File: src/rtl/ftof_wb_stage.sv
// ftof_wb_stage: writeback/retire stage behind the float-to-float converter.
// Buffers converter results in a small FIFO with a valid/ready handshake,
// NaN-boxes narrow results to XLEN, presents the head entry to the FPU
// writeback port and accumulates sticky fflags for every retired entry.
//
// Ports:
//   i_clk, i_reset      clock, synchronous active-high reset
//   i_flush             drop all buffered entries (pipeline kill)
//   i_in_valid/o_in_ready, i_in_result, i_in_flags, i_in_rd, i_in_nanbox
//                       converter-side push interface
//   o_wb_valid/i_wb_ready, o_wb_data, o_wb_rd, o_wb_flags
//                       writeback-side head entry
//   i_fflags_clr        clear the sticky flag accumulator
//   o_fflags            sticky OR of flags of all retired entries
module ftof_wb_stage #(
    parameter int XLEN  = 64,
    parameter int OUT_W = 32,
    parameter int DEPTH = 2
) (
    input  logic             i_clk,
    input  logic             i_reset,
    input  logic             i_flush,
    input  logic             i_in_valid,
    output logic             o_in_ready,
    input  logic [OUT_W-1:0] i_in_result,
    input  logic [4:0]       i_in_flags,
    input  logic [4:0]       i_in_rd,
    input  logic             i_in_nanbox,
    output logic             o_wb_valid,
    input  logic             i_wb_ready,
    output logic [XLEN-1:0]  o_wb_data,
    output logic [4:0]       o_wb_rd,
    output logic [4:0]       o_wb_flags,
    input  logic             i_fflags_clr,
    output logic [4:0]       o_fflags
);
    localparam int AW = $clog2(DEPTH);
    localparam logic [AW:0] L_FULL = (AW+1)'(DEPTH);

    logic [XLEN-1:0] r_data  [DEPTH];
    logic [4:0]      r_rd    [DEPTH];
    logic [4:0]      r_flags [DEPTH];
    logic [AW-1:0]   r_wr_ptr;
    logic [AW-1:0]   r_rd_ptr;
    logic [AW:0]     r_count;
    logic [4:0]      r_fflags;
    logic [XLEN-1:0] w_boxed;
    logic            w_push;
    logic            w_pop;

    // Handshake status depends on registered occupancy only, so there is no
    // combinational path from i_wb_ready to o_in_ready.
    assign o_in_ready = (r_count != L_FULL);
    assign o_wb_valid = (r_count != '0);
    assign w_push     = i_in_valid && o_in_ready;
    assign w_pop      = o_wb_valid && i_wb_ready;
    assign o_wb_data  = r_data[r_rd_ptr];
    assign o_wb_rd    = r_rd[r_rd_ptr];
    assign o_wb_flags = r_flags[r_rd_ptr];
    assign o_fflags   = r_fflags;

    // Boxing happens once at push; full-width results pass through untouched.
    if (OUT_W == XLEN) begin : g_full
        assign w_boxed = i_in_result;
    end else begin : g_box
        assign w_boxed = {{(XLEN-OUT_W){i_in_nanbox}}, i_in_result};
    end

    always_ff @(posedge i_clk) begin
        if (w_push && !i_reset && !i_flush) begin
            r_data[r_wr_ptr]  <= w_boxed;
            r_rd[r_wr_ptr]    <= i_in_rd;
            r_flags[r_wr_ptr] <= i_in_flags;
        end
    end

    always_ff @(posedge i_clk) begin
        if (i_reset) begin
            r_count  <= '0;
            r_wr_ptr <= '0;
            r_rd_ptr <= '0;
            r_fflags <= '0;
        end else begin
            // A pop in the flush cycle still retires and contributes flags.
            r_fflags <= (i_fflags_clr ? 5'b0 : r_fflags) | (w_pop ? o_wb_flags : 5'b0);
            if (i_flush) begin
                r_count  <= '0;
                r_wr_ptr <= '0;
                r_rd_ptr <= '0;
            end else begin
                r_count  <= r_count + (AW+1)'(w_push) - (AW+1)'(w_pop);
                r_wr_ptr <= w_push ? r_wr_ptr + AW'(1) : r_wr_ptr;
                r_rd_ptr <= w_pop ? r_rd_ptr + AW'(1) : r_rd_ptr;
            end
        end
    end
endmodule

File: config.mk
export PLATFORM = sky130hd
export DESIGN_NAME = ftof_wb_stage
export DESIGN_NICKNAME = d
export VERILOG_FILES = /design/src/rtl/ftof_wb_stage.sv
export SDC_FILE = /design/constraint.sdc
export NUM_CORES = 1
export LEC_CHECK = 0
export ABC_CLOCK_PERIOD_IN_PS = 3600
export CELL_PAD_IN_SITES_DETAIL_PLACEMENT = 1
export CELL_PAD_IN_SITES_GLOBAL_PLACEMENT = 1
export CORE_MARGIN = 2
export CORE_UTILIZATION = 37
export DETAILED_ROUTE_END_ITERATION = 8
export PLACE_DENSITY_LB_ADDON = 0.1
export SYNTH_ARGS = -nofsm -noshare
export SYNTH_HDL_FRONTEND = slang
export SYNTH_SLANG_ARGS = --single-unit
File: constraint.sdc
create_clock -name i_clk -period 3.6 [get_ports i_clk]
set_input_delay 0.72 -clock i_clk [delete_from_list [all_inputs] [get_ports i_clk]]
set_output_delay 0.72 -clock i_clk [all_outputs]
set_load 0.02 [all_outputs]
==> flow_summary.yaml, run 1 <==
outcome:
  status: "completed"
clocking:
  clock-root-buffer: "clkbuf_8"
  clk_latency_ns: 0.35
  post_cts_resized: 0
  h-tree-depth: 3
  max-clock-path-buffers: 2
  hold_buffers: 0
  cts_made_buffers: 9
  cts.sinks: 96
  postCtsSetupBuffers: 0
  clk_pin_slew_worst_paths_ns: 0.09
  cts_tree: "yes"
layout:
  fillers: 987
  fin_area_um2: 5260
  layout.nets: 363
  drive_gt1_share_pct: 21.1
  final_common_cell: "clkdlybuf4s50_1"
  num_antenna_cells: 0
  utilization_pct: 51.4
  syn2layout_area_growth_pct: 36.1
  final_cell_mix: "clkdlybuf4s50_1, edfxtp_1, mux2_4, mux2_2"
critical_path:
  critPathMaxFanout: 13
  path_cells: "buf_4 > mux2_2 > clkdlybuf4s50_1"
  worstReg2RegStart: "r_wr_ptr$_SDFFE_PP0P_"
  crit_path_max_incr_delay_ns: 0.55
  critPathLaunchType: "flip-flop"
  crit_path_end_kind: "output pin"
  worstPathArrival_ns: 2.15
  cp.required_ns: 2.88
  critPathSlowestCell: "dfxtp_2"
  critPathKind: "flip-flop to output pin"
power:
  cellLeakagePower_nw: 1.81
  ir_worst_vdd_v: 0.000211
  power.density_nw_per_um2: 415
  power_mw: 2.18
floorplanning:
  fp.dieW_um: 106
  dieArea_um2: 11300
  start_util_pct: 37.8
  pin_count: 130
  die_h_um: 106
  core-area_um2: 10200
  core.rowCount: 37
sta:
  worst_pin_slew_ns: 0.605
  finalClockSkew_ns: 0.00546
  finalHoldViolCount: 0
  setup_viol: 0
  fmax_mhz: 349
  maxSlewHeadroom_pct: 59.7
  min_period_over_period_pct: 79.6
  slew_violations: 0
  rsz0062_at_grt: "false"
  fin_ws_ns: 0.735
  fin_crit_ns: 2.87
  tns_ns: 0
place:
  dpl_cell_area_um2: 5060
  io_buffers: 129
  pre_cts_slack_ns: 0.953
  dp_hpwl_mm: 4.94
  gp_congestion: 0.706
logic_synthesis:
  synth_edf_count: 86
  ys_top_cells_by_area: "edfxtp_1, mux2_4, buf_4, mux2_2, dfxtp_1"
  yosysTopAreaCell: "edfxtp_1"
  ys_warn_count: 0
  synth_ff_type: "edfxtp_1"
  yosysSeqAreaShare_pct: 72.0
  syn_inst: 203
  synthArstFlopShare_pct: 0
  syn_avg_cell_area_um2: 19.0
  synth_nets: 254
  synth_area_um2: 3860
  ys_types: 22
  ys_ff_latch: 96
  synth_top_area_share_pct: 66.9
detailed_routing:
  via_count: 2037
  totalWireLength_mm: 7.22
  ant_nets: 0
  drcViolationCount: 0
  dr.pass1.iters: 4
  wl_per_cell_um: 15.9
  dr.first_iter.drc_count: 70
  vias_per_cell: 4.50
worst_hold_path:
  hold_path.startpoint: "r_wr_ptr$_SDFFE_PP0P_"
  hold_class: "flip-flop to flip-flop"
global_route:
  antenna_found_initial: 0
  grt_pass1_wl_mm: 11.0
  grt_util_all_layers_pct: 13.0
  grt_max_degree: 44
  grt_remaining_overflow: 0
  grt_pass1_vias: 2073
run:
  cap_violations: 0
==> kinds of logic (layout without fill, tap and decap cells) <==
family | after synthesis | count (layout) | share of synthesized area [%]
simple gates | 14 | 14 | 1.88
fa+ha+maj | 2 | 2 | 0.648
compound gates | 6 | 6 | 1.26
flops | 96 | 96 | 72.0
buf+inv | 38 | 152 | 8.26
xor+xnor | 3 | 3 | 0.680
mux | 44 | 44 | 15.2
==> layer usage <==
layer | vias up | GRT usage (%) | part of all wire [%] | wire, um
met5 | - | 0 | 0 | 0
met4 | 0 | 5.92 | 1.3 | 95
met3 | 8 | 4.17 | 7.4 | 533
met2 | 94 | 19.3 | 46 | 3300
met1 | 990 | 17.3 | 46 | 3300
li1 | 945 | - | - | -
==> path summary, 6_finish.rpt <==
check / end / cells past startpoint / slack (ns)
max: o_wb_data[20] / 3 / 0.73
min reg2reg: r_wr_ptr$_SDFFE_PP0P_ / 2 / 0.49
max reg2reg: r_data[0][29]$_DFFE_PP_ / 3 / 1.88
min: r_wr_ptr$_SDFFE_PP0P_ / 2 / 0.49
==> stage by stage <==
stage          cells  hold slack [ns]
2_1_floorplan    203            0.443
3_3_place_gp     437            0.459
3_5_place_dp     437            0.460
4_1_cts          453            0.490
5_1_grt          453            0.525
6_report         453            0.486
==> power by group <==
part	leakage, nW	switching, mW	internal, mW
Combinational	0.859	0.109	0.137
Sequential	0.863	0.00840	1.24
Clock	0.0933	0.364	0.325
==> flip-flops by register name (all words and copies together) (netlist names), named ones only <==
name,cells
r_data,66
o_fflags,5
r_count,2
r_rd,10
r_flags,10
r_rd_ptr,1
r_wr_ptr,1
==> final cells by class <==
cell class | instances | area [um2] | share of cell area (%)
flip-flops and latches | 96 | 2780 | 53.0
inverters | 2 | 7.51 | 0.143
multi-input cells | 69 | 769 | 14.6
repair buffers | 134 | 1330 | 25.3
clock buffers | 10 | 128 | 2.43
well taps | 136 | 170 | 3.24
clock inverters | 6 | 67.6 | 1.29
==> synthesized netlist by cell type (3+ instances only) <==
master and n:
edfxtp_1 86, mux2_2 18, dfxtp_1 10, buf_4 32, nor2_1 4, buf_12 3
a22o_1 5, mux2_4 25
==> worst max-delay path, delay by kind of cell, from the launching register on <==
family	cells	cell delay [ns]
buffers and inverters	2	0.86
flip-flops	1	0.55
multiplexers	1	0.37
(Power assumes the default switching activity.)
==> inputs of run 2 (changes only) <==
ABC_CLOCK_PERIOD_IN_PS = 2900   (was 3600)
clock period = 2.9 ns   (was 3.6 ns; I/O delays follow)
==> run 2 against run 1 <==
  * Die area unchanged
  * Non-clock buffer count rose by 2
  * Sequential power grew 24%
  * Clock power up 24%
  * Combinational power rose by 25%
  * Worst hold slack got worse by 0.0062 ns
  * Critical path depth is the same
  * Utilization is 0.15 points higher
  * Critical endpoint is now o_wb_data[29]
  * Largest cell class unchanged
  * Highest routed layer unchanged
==> flow_summary.yaml, run 2 (synthesis results as in run 1) <==
outcome:
  status: "completed"
power:
  p_int_mw: 2.11
  seq_power_share_pct: 57.1
  comb_power_share_pct: 11.4
  power_mw: 2.71
  power.density_nw_per_um2: 513
  clkPwrFrac_pct: 31.5
  ir_worst_vdd_v: 0.000290
  p_sw_share_pct: 22.0
  p_switching_mw: 0.595
  cellLeakagePower_nw: 1.83
layout:
  fin_area_um2: 5270
  final_cell_mix: "clkdlybuf4s50_1, edfxtp_1, mux2_4, mux2_2"
  layout.nets: 365
  utilization_pct: 51.5
  drive_gt1_share_pct: 21.3
  fillers: 977
  reg_top3: "r_data: 66 flops, r_flags: 10 flops, r_rd: 10 flops"
  num_antenna_cells: 0
  seq_area_um2: 2780
  syn2layout_area_growth_pct: 36.4
  final_common_cell: "clkdlybuf4s50_1"
  regMostFlops: "r_data"
  multiInputGateArea_um2: 769
  largest_reg_flops: 66
critical_path:
  crit_path_end_kind: "output pin"
  critPathMaxFanout: 16
  regToRegSetupSlack_ns: 1.15
  cp.required_ns: 2.32
  worstReg2RegStart: "r_count[0]$_SDFF_PP0_"
  crit_path_max_incr_delay_ns: 0.55
  worstPathArrival_ns: 2.02
  rr_endpoint: "r_count[1]$_SDFF_PP0_"
  r2r_cells: 8
  path_cells: "buf_4 > mux2_2 > clkdlybuf4s50_1"
  critPathSlowestCell: "clkdlybuf4s50_1"
  critPathLaunchType: "flip-flop"
  critPathKind: "flip-flop to output pin"
  critPathCapture: "o_wb_data[29]"
sta:
  fin_crit_ns: 2.60
  rsz0062_at_grt: "false"
  whs_ns: 0.480
  min_period_over_period_pct: 89.5
  finalClockSkew_ns: 0.0113
  maxSlewHeadroom_pct: 74.9
  worst_pin_slew_ns: 0.376
  tns_ns: 0
  slew_violations: 0
  finalHoldViolCount: 0
  fmax_mhz: 385
  setup_viol: 0
clocking:
  h-tree-depth: 3
  max-clock-path-buffers: 2
  cts.sinks: 96
  clk_latency_ns: 0.35
  cts_tree: "yes"
  cts_made_buffers: 9
  hold_buffers: 0
  clock-root-buffer: "clkbuf_8"
  clk_pin_slew_worst_paths_ns: 0.08
  post_cts_resized: 0
  postCtsSetupBuffers: 0
floorplanning:
  fp.dieW_um: 106
  core-area_um2: 10200
  start_util_pct: 37.8
  pin_count: 130
  dieArea_um2: 11300
  core.rowCount: 37
  die_h_um: 106
detailed_routing:
  drt-met1-wl_mm: 3.06
  drcViolationCount: 0
  dr.first_iter.drc_count: 62
  dr.max_layer_used: "met4"
  vias_per_cell: 4.38
  wl_per_cell_um: 16.4
  ant_nets: 0
  totalWireLength_mm: 7.48
  met3_length_um: 344
  via_count: 1993
  dr_wl_met2_mm: 3.96
  dr.pass1.iters: 4
global_route:
  grt_pass1_wl_mm: 11.6
  antenna_found_initial: 0
  grt_pass1_vias: 2128
  grt_util_all_layers_pct: 13.5
  grt_remaining_overflow: 0
  grt_max_degree: 33
run:
  cap_violations: 0
place:
  io_buffers: 129
  dp_hpwl_mm: 5.37
  gp_congestion: 0.714
  dpl_cell_area_um2: 5070
worst_hold_path:
  hold_class: "flip-flop to flip-flop"
  hold_path.startpoint: "o_fflags[3]$_SDFF_PP0_"
run 2: metal layers:
layer | global-route usage, % | vias up
li1 | - | 952
met1 | 16.2 | 980
met2 | 23.4 | 53
met3 | 3.80 | 8
met4 | 4.51 | 0
met5 | 0 | -
run 2: final cells by class:
cell class | instances | share of cell area (%)
flip-flops and latches | 96 | 52.8
repair buffers | 136 | 25.5
multi-input cells | 69 | 14.6
well taps | 136 | 3.23
clock buffers | 10 | 2.42
clock inverters | 6 | 1.28
inverters | 2 | 0.142
run 2: stage by stage:
stage | std cells | worst slack [ns]
floorplan | 203 | 0.405
detailed placement | 439 | 0.566
global route | 455 | 0.169
global placement | 439 | 0.577
finish | 455 | 0.303
CTS | 455 | 0.248
run 2: worst min-delay path by stage:
stage                                        end  slack (ns)  depth (start not counted)
after global routing      o_fflags[3]$_SDFF_PP0_        0.50                          1
final                     o_fflags[3]$_SDFF_PP0_        0.48                          1
after detailed placement  o_fflags[1]$_SDFF_PP0_        0.46                          1
after global placement    o_fflags[0]$_SDFF_PP0_        0.46                          1
after CTS                 o_fflags[3]$_SDFF_PP0_        0.48                          1
after floorplan            r_wr_ptr$_SDFFE_PP0P_        0.44                          2
run 2: worst max-delay path: cells and delay by family, from the launching register on:
kind | cells | cell delay [ns]
flops | 1 | 0.45
mux | 1 | 0.37
buf+inv | 2 | 0.86
run 2: power groups by stage:
| stage | logic (mW) | registers, mW | clock network, mW |
|---|---|---|---|
| 2_1_floorplan | 0.158 | 1.58 | 0 |
| 3_3_place_gp | 0.307 | 1.58 | 0 |
| 3_5_place_dp | 0.311 | 1.58 | 0 |
| 4_1_cts | 0.313 | 1.55 | 0.883 |
| 5_1_grt | 0.326 | 1.55 | 0.947 |
| 6_report | 0.307 | 1.55 | 0.853 |
